--- config.mk ---
export PLATFORM = sky130hd
export DESIGN_NAME = spi_master_fifo
export DESIGN_NICKNAME = d
export VERILOG_FILES = /design/src/rtl/spi_master_fifo.sv
export SDC_FILE = /design/constraint.sdc
export NUM_CORES = 1
export LEC_CHECK = 0
export ABC_AREA = 1
export CORE_UTILIZATION = 40
export CTS_BUF_LIST = sky130_fd_sc_hd__clkbuf_16
export DETAILED_ROUTE_END_ITERATION = 10
export HOLD_SLACK_MARGIN = 0.02
export SLEW_MARGIN = 20
export SYNTH_ARGS = -nofsm -noshare
export SYNTH_HDL_FRONTEND = slang
export SYNTH_SLANG_ARGS = --single-unit
--- constraint.sdc ---
create_clock -name clock_in -period 4.3 [get_ports clock_in]
set_input_delay 0.645 -clock clock_in [delete_from_list [all_inputs] [get_ports clock_in]]
set_output_delay 0.645 -clock clock_in [all_outputs]
set_load 0.05 [all_outputs]
--- src/rtl/spi_master_fifo.sv ---
// Memory-mapped SPI master with TX/RX FIFOs, programmable SCLK divider,
// all four CPOL/CPHA modes and a parametrised word width.
module spi_master_fifo #(
  parameter int unsigned DW    = 8,
  parameter int unsigned DEPTH = 4,
  parameter int unsigned DIVW  = 8
) (
  input  logic        clock_in,
  input  logic        reset,
  input  logic [1:0]  addr,
  input  logic [15:0] din,
  output logic [15:0] dout,
  input  logic        cs,
  input  logic        we,
  output logic        sclk,
  output logic        mosi,
  input  logic        miso,
  output logic        ssn_out
);

  localparam int unsigned AW  = $clog2(DEPTH);
  localparam int unsigned PW  = AW + 1;
  localparam int unsigned HPW = $clog2(2 * DW);

  localparam logic [1:0] IDLE  = 2'd0;
  localparam logic [1:0] SETUP = 2'd1;
  localparam logic [1:0] SHIFT = 2'd2;
  localparam logic [1:0] HOLD  = 2'd3;

  localparam logic [1:0] A_DATA   = 2'd0;
  localparam logic [1:0] A_STATUS = 2'd1;
  localparam logic [1:0] A_CTRL   = 2'd2;
  localparam logic [1:0] A_DIV    = 2'd3;

  logic [1:0]      state, state_d;
  logic [DIVW-1:0] cnt, cnt_d, div;
  logic [HPW-1:0]  hp, hp_d;
  logic            sclk_d, mosi_d, ssn_d;
  logic [DW-1:0]   tx_sh, tx_sh_d, rx_sh, rx_sh_d, tx_next, rx_next, rx_word;
  logic [3:0]      ctrl, ctrl_d;
  logic            wr_q, rd_q, wr_stb, rd_stb, tick, busy;
  logic            tx_ovf, rx_ovr;
  logic            tx_push_req, tx_push, tx_pop, rx_push_req, rx_push, rx_pop;
  logic            tx_full, tx_empty, rx_full, rx_empty;
  logic [PW-1:0]   tx_wr, tx_rd, rx_wr, rx_rd;
  logic [DW-1:0]   tx_mem [DEPTH];
  logic [DW-1:0]   rx_mem [DEPTH];
  logic [DW-1:0]   tx_head, rx_head;
  logic [15:0]     status;
  logic            unused_din;

  function automatic logic first_bit(input logic [DW-1:0] w, input logic lsb);
    return lsb ? w[0] : w[DW-1];
  endfunction

  // An access acts only in the first cycle of cs with a given direction
  assign wr_stb = cs & we & ~wr_q;
  assign rd_stb = cs & ~we & ~rd_q;
  assign busy   = (state != IDLE);
  assign tick   = (cnt == div);
  assign unused_din = ^din;

  assign tx_full  = (tx_wr[AW] != tx_rd[AW]) && (tx_wr[AW-1:0] == tx_rd[AW-1:0]);
  assign tx_empty = (tx_wr == tx_rd);
  assign rx_full  = (rx_wr[AW] != rx_rd[AW]) && (rx_wr[AW-1:0] == rx_rd[AW-1:0]);
  assign rx_empty = (rx_wr == rx_rd);
  assign tx_head  = tx_mem[tx_rd[AW-1:0]];
  assign rx_head  = rx_mem[rx_rd[AW-1:0]];

  // A pop in the same cycle frees the slot a full FIFO would otherwise refuse
  assign tx_push_req = wr_stb && (addr == A_DATA);
  assign tx_push     = tx_push_req && (!tx_full || tx_pop);
  assign rx_pop      = rd_stb && (addr == A_DATA) && !rx_empty;
  assign rx_push     = rx_push_req && (!rx_full || rx_pop);

  assign status = {9'd0, tx_ovf, rx_ovr, rx_empty, rx_full, tx_empty, tx_full, busy};

  // Mode bits are frozen while busy; enable stays writable so a transfer can be stopped
  always_comb begin
    ctrl_d = ctrl;
    if (wr_stb && (addr == A_CTRL)) begin
      ctrl_d = busy ? {ctrl[3:1], din[0]} : din[3:0];
    end
  end

  always_comb begin
    dout = '0;
    if (cs && !we) begin
      case (addr)
        A_DATA:   dout = rx_empty ? 16'd0 : 16'(rx_head);
        A_STATUS: dout = status;
        A_CTRL:   dout = {12'd0, ctrl};
        A_DIV:    dout = 16'(div);
      endcase
    end
  end

  assign tx_next = ctrl[3] ? (tx_sh >> 1) : (tx_sh << 1);
  assign rx_next = ctrl[3] ? {miso, rx_sh[DW-1:1]} : {rx_sh[DW-2:0], miso};
  assign rx_word = ctrl[2] ? rx_next : rx_sh;

  always_comb begin
    state_d     = state;
    cnt_d       = tick ? '0 : cnt + DIVW'(1);
    hp_d        = hp;
    sclk_d      = sclk;
    mosi_d      = mosi;
    ssn_d       = ssn_out;
    tx_sh_d     = tx_sh;
    rx_sh_d     = rx_sh;
    tx_pop      = 1'b0;
    rx_push_req = 1'b0;
    case (state)
      IDLE: begin
        cnt_d  = '0;
        sclk_d = ctrl_d[1];
        ssn_d  = 1'b1;
        if (ctrl_d[0] && !tx_empty) begin
          state_d = SETUP;
          tx_pop  = 1'b1;
          tx_sh_d = tx_head;
          mosi_d  = first_bit(tx_head, ctrl_d[3]);
          ssn_d   = 1'b0;
        end
      end
      SETUP: begin
        sclk_d = ctrl[1];
        if (tick) begin
          state_d = SHIFT;
          hp_d    = '0;
        end
      end
      SHIFT: begin
        if (tick) begin
          sclk_d = ~sclk;
          hp_d   = hp + HPW'(1);
          // Even hp count means this toggle is a leading edge
          if (!hp[0]) begin
            if (ctrl[2]) begin
              mosi_d  = first_bit(tx_sh, ctrl[3]);
              tx_sh_d = tx_next;
            end else begin
              rx_sh_d = rx_next;
            end
          end else begin
            if (ctrl[2]) begin
              rx_sh_d = rx_next;
            end else begin
              tx_sh_d = tx_next;
              mosi_d  = first_bit(tx_next, ctrl[3]);
            end
          end
          if (hp == HPW'(2 * DW - 1)) begin
            state_d     = HOLD;
            rx_push_req = 1'b1;
          end
        end
      end
      HOLD: begin
        sclk_d = ctrl[1];
        if (tick) begin
          if (ctrl[0] && !tx_empty) begin
            state_d = SHIFT;
            hp_d    = '0;
            tx_pop  = 1'b1;
            tx_sh_d = tx_head;
            mosi_d  = first_bit(tx_head, ctrl[3]);
          end else begin
            state_d = IDLE;
            ssn_d   = 1'b1;
          end
        end
      end
      default: state_d = IDLE;
    endcase
  end

  always_ff @(posedge clock_in) begin
    if (reset) begin
      state   <= IDLE;
      cnt     <= '0;
      hp      <= '0;
      sclk    <= 1'b0;
      mosi    <= 1'b0;
      ssn_out <= 1'b1;
      tx_sh   <= '0;
      rx_sh   <= '0;
    end else begin
      state   <= state_d;
      cnt     <= cnt_d;
      hp      <= hp_d;
      sclk    <= sclk_d;
      mosi    <= mosi_d;
      ssn_out <= ssn_d;
      tx_sh   <= tx_sh_d;
      rx_sh   <= rx_sh_d;
    end
  end

  // Bus-side registers, FIFO pointers and sticky flags (set wins over clear)
  always_ff @(posedge clock_in) begin
    if (reset) begin
      wr_q   <= 1'b0;
      rd_q   <= 1'b0;
      ctrl   <= '0;
      div    <= '0;
      tx_ovf <= 1'b0;
      rx_ovr <= 1'b0;
      tx_wr  <= '0;
      tx_rd  <= '0;
      rx_wr  <= '0;
      rx_rd  <= '0;
    end else begin
      wr_q <= cs & we;
      rd_q <= cs & ~we;
      ctrl <= ctrl_d;
      if (wr_stb && (addr == A_DIV) && !busy) div <= DIVW'(din);
      if (tx_push_req && !tx_push) tx_ovf <= 1'b1;
      else if (wr_stb && (addr == A_STATUS) && din[6]) tx_ovf <= 1'b0;
      if (rx_push_req && !rx_push) rx_ovr <= 1'b1;
      else if (wr_stb && (addr == A_STATUS) && din[5]) rx_ovr <= 1'b0;
      if (tx_push) tx_wr <= tx_wr + PW'(1);
      if (tx_pop)  tx_rd <= tx_rd + PW'(1);
      if (rx_push) rx_wr <= rx_wr + PW'(1);
      if (rx_pop)  rx_rd <= rx_rd + PW'(1);
    end
  end

  always_ff @(posedge clock_in) begin
    if (tx_push) tx_mem[tx_wr[AW-1:0]] <= din[DW-1:0];
    if (rx_push) rx_mem[rx_wr[AW-1:0]] <= rx_word;
  end

endmodule

==> results of run 1 <==
## power by group
group / leakage, nW / switching, mW / internal (mW)
combinational: 1.44 / 0.254 / 0.114
sequential: 1.11 / 0.0359 / 1.34
clock: 0.267 / 0.541 / 0.788
## through the flow
step / util, % / cells / power, mW
after floorplan: - / 761 / 1.662
after global placement: 43.65 / 948 / 1.757
after detailed placement: 43.65 / 948 / 1.764
after CTS: 47.24 / 980 / 3.090
after global routing: 47.24 / 980 / 3.197
final: 47.24 / 980 / 3.069
## logic make-up after synthesis
kind of cell | count (synthesis)
XOR/XNOR | 8
buffers and inverters | 126
AO/OA/AOI/OAI | 166
other | 1
flip-flops | 129
AND/OR/NAND/NOR | 307
adder cells (fa/ha/maj) | 17
## sequential cells by signal, summed over array words and instances (netlist names), named ones only
signal / flops
sclk: 1
rx_rd: 3
rx_mem: 32
div: 8
ssn_out: 1
tx_sh: 8
tx_rd: 3
rd_q: 1
cnt: 8
mosi: 1
rx_ovr: 1
rx_sh: 8
hp: 4
wr_q: 1
tx_mem: 32
tx_wr: 3
ctrl: 4
state: 2
rx_wr: 3
tx_ovf: 1
## routing by layer
layer  share of wire [%]  up-vias  track usage (%)
met5                   0        -                0
met3                 4.2       18            4.892
li1                    -     2535                -
met4                 1.9        0            7.143
met1                  48     2300            24.16
met2                  46      102            30.19
## worst reg2reg max path, cell delays in order, from the launching register on
cell	delay, ns
sky130_fd_sc_hd__dfxtp_1	0.39
sky130_fd_sc_hd__inv_1	0.08
sky130_fd_sc_hd__nand2_1	0.08
sky130_fd_sc_hd__nand2_1	0.05
sky130_fd_sc_hd__a21oi_1	0.12
sky130_fd_sc_hd__nand2_1	0.07
sky130_fd_sc_hd__nor2_1	0.33
sky130_fd_sc_hd__nand2_1	0.11
sky130_fd_sc_hd__nand2_1	0.08
sky130_fd_sc_hd__nand2_2	0.10
sky130_fd_sc_hd__nand2_2	0.13
sky130_fd_sc_hd__nand2_2	0.11
sky130_fd_sc_hd__nor2_1	0.63
## worst max-delay path by stage
stage,to,depth (start not counted)
floorplan,dout[4],5
global placement,dout[2],6
detailed placement,dout[2],6
CTS,dout[4],6
global route,dout[2],6
finish,dout[1],6
## cells in the final DEF, fill, tap and decap left out, types with 3 or more instances in the layout
| cell | n |
|---|---|
| sky130_fd_sc_hd__conb_1 | 8 |
| sky130_fd_sc_hd__inv_2 | 5 |
| sky130_fd_sc_hd__nor3_1 | 10 |
| sky130_fd_sc_hd__or2_2 | 3 |
| sky130_fd_sc_hd__nand2_2 | 11 |
| sky130_fd_sc_hd__o21ai_0 | 79 |
| sky130_fd_sc_hd__o22ai_1 | 9 |
| sky130_fd_sc_hd__nand2_1 | 149 |
| sky130_fd_sc_hd__clkinvlp_4 | 3 |
| sky130_fd_sc_hd__xor2_1 | 6 |
| sky130_fd_sc_hd__o21ai_1 | 5 |
| sky130_fd_sc_hd__ha_1 | 17 |
| sky130_fd_sc_hd__a211oi_1 | 3 |
| sky130_fd_sc_hd__dfxtp_1 | 65 |
| sky130_fd_sc_hd__clkinv_4 | 3 |
| sky130_fd_sc_hd__nand3_1 | 39 |
| sky130_fd_sc_hd__clkbuf_16 | 17 |
| sky130_fd_sc_hd__a21oi_1 | 58 |
| sky130_fd_sc_hd__clkinv_1 | 4 |
| sky130_fd_sc_hd__edfxtp_1 | 64 |
| sky130_fd_sc_hd__nand4_1 | 4 |
| sky130_fd_sc_hd__inv_1 | 90 |
| sky130_fd_sc_hd__buf_4 | 4 |
| sky130_fd_sc_hd__nor2_1 | 81 |
| sky130_fd_sc_hd__clkdlybuf4s50_1 | 25 |
## layout make-up
type / instances / area [um2] / area share (%)
clock buffers: 17 / 425.4 / 5.923
well taps: 188 / 235.2 / 3.275
clock inverters: 15 / 121.4 / 1.690
flip-flops and latches: 129 / 3223 / 44.88
inverters: 96 / 362.8 / 5.052
repair buffers: 29 / 280.3 / 3.902
multi-input cells: 506 / 2534 / 35.28
==> results.txt, run 1 <==
The analysis attributes to cell leakage a power of 2.822 nW. The insertion delay of the later-clocked pin in the worst-skew pair came out at 0.42 ns. The mux contribution to synthesized area was 0%; the area fraction in and, or, nand and nor cells after synthesis was 21.24%. The layout overhead on the synthesized area came out at 15.10%. The main combinational cell family by area after synthesis was simple AND/OR/NAND/NOR gates. The number of CTS-inserted buffers is 17. The run gives 0 as the total setup violations reported at the end of the flow.

After detailed routing, the number of remaining DRC violations is 0. The worst setup path is captured at an output port. The final wirelength was 14.36 mm; the async set-reset flop share out of synthesis was 0%. The most instantiated library cell after synthesis was sky130_fd_sc_hd__nand2_1. The starting density of the core was 41.05%; the aggregate global-route resource usage was 18.75%. The startpoint identified for the worst hold timing path is rx_ovr. For this run, the number of Yosys warnings is 0. The peak per-stage delay on the critical path was 0.87 ns; the count of standard-cell rows was 45. The logs give 0 for the final-report hold violation count and 42 for the I/O pin count. The number of cells on the worst reg-to-reg path was 12. At the placement stage, the worst setup path has a slack of 0.6508 ns.

TritonCTS built the clock tree. The detail-routed via count per cell came out at 5.056. The detailed router finished its first iteration with 382 violations. Power spread over the standard cell area amounts to 427.4 mW/mm2. The largest individual stage delay along the critical path comes from the cell sky130_fd_sc_hd__clkdlybuf4s50_1. Hold timing on the final database bottoms out at a slack of 0.4714 ns.

The clock arrives with 0.008905 ns of skew. The most area-hungry cell type in the Yosys netlist is sky130_fd_sc_hd__edfxtp_1. Critical path's top delay family: buffers and inverters. The core region is 0.01520 mm2. The fraction of layout instances using a drive strength above 1 is 7.702%.

The worst register-to-register path begins at cnt[0]. Number of synthesized flops with an enable pin: 64. During placement, the flow inserted port buffers numbering 25. For this run, the post-layout net count is 819. Average wire per standard cell: 14.65 um. After clock tree synthesis, the clock-pin slew on the worst setup and hold paths is 0.06 ns. Entering global routing, the biggest net connects 37 pins.

The clock period could shrink to 3.698 ns. The routed layout has 4955 vias. The worst setup slack after layout came out at 0.6020 ns. After routing, the total negative slack on setup checks comes to 0 ns.

Across the VDD grid, the largest voltage drop is 0.0002800 V. Summed over its instances, the top area cell type makes up 30.80% of the synthesized netlist area. For this design, the CTS-stage hold fixing added 0 buffers.

The run gives 0 as the initial antenna violation count. Synthesis inferred 129 register bits. The reported max-cap violation count is 0. STA puts the critical path data arrival time at 3.05 ns.

For the number of buffers inserted to repair setup after CTS, the log shows 0. Before antenna repair, the detailed router went through 7 iterations. The worst hold path was traced through 2 stages. The compound-cell area share of the yosys netlist is 14.24%, and the H-tree level count is 4. The die is 126.9 um tall. Critical path required time: 3.65 ns.

In this run the worst hold path is classified as flop to flop. After detailed placement, the total cell area comes to 0.006635 mm2. The first global-routing pass estimated 23.12 mm of wire. The worst pin sits at a relative slew slack of 47.46%. The count of buffering cells on the critical path with inverters included was 2. After Yosys synthesis, full adders, half adders and majority gates account for 3.409% of the synthesized area. At the pin with the least slew margin, the transition time is 0.7852 ns. Synthesized area per cell: 8.276 um2.

Commonest register cell after synthesis: sky130_fd_sc_hd__dfxtp_1. By count the netlist is led by sky130_fd_sc_hd__nand2_1, sky130_fd_sc_hd__inv_1, sky130_fd_sc_hd__nor2_1. Fill cells in the final layout number 1472.

Yosys attributes the largest share of cell area to sky130_fd_sc_hd__edfxtp_1, sky130_fd_sc_hd__dfxtp_1, sky130_fd_sc_hd__nand2_1. The run gives 0.8648 as the global placer's final weighted congestion. The path with the worst hold slack has its endpoint at rx_ovr. The max-slew violation total from the final report is 0. The startpoint type of the worst setup path was a flop. Setup repair after global routing left no endpoint under its margin.

The flow ran to the end, and the final reports show no timing, DRC or antenna violations. In this run the critical register-to-register path is captured at tx_mem[2][4]. The repair_antennas step left the layout with diodes totalling 0. The sequential area share after synthesis was 51.65%; the post-route clock period utilization was 86.00%.

The critical path goes through inv_1, o21ai_0, o22ai_1, a21oi_1, a211oi_1, clkdlybuf4s50_1. Counting every instance in the synthesized netlist gives 754. The root buffer cell chosen for the clock tree is sky130_fd_sc_hd__clkbuf_16.

The number of clock sinks is 129. Die footprint: 0.01610 mm2. The via count of the first global-routing pass is 4641. In this run the worst path has a maximum fanout of 18.

Timing would allow up to 0.2704 GHz. In this run the deepest clock path goes through 2 buffers. The post-CTS resize count is 0, and the HPWL after detailed placement is 10.03 mm. The setup check on the worst reg-to-reg path leaves a slack of 1.66 ns. The xor/xnor cell area share of the yosys netlist is 1.243%, and the post-synthesis instance area is 0.006240 mm2.

The logs give 0 for the total global routing overflow and 0 for the number of nets with antenna violations after detailed routing. After routing the design area is 0.007182 mm2. The type of the setup path with the least slack was flop to output port.

Chip width: 126.9 um. Synthesis instantiated 44 different standard cells from the library.
(Power assumes the default switching activity.)
==> run 2: changes to the inputs <==
- GPL_ROUTABILITY_DRIVEN: default -> 0
- SETUP_SLACK_MARGIN: default -> 0.05
==> results of run 2 <==
Same layout as run 1: the final DEF is identical, and so are final timing and power.
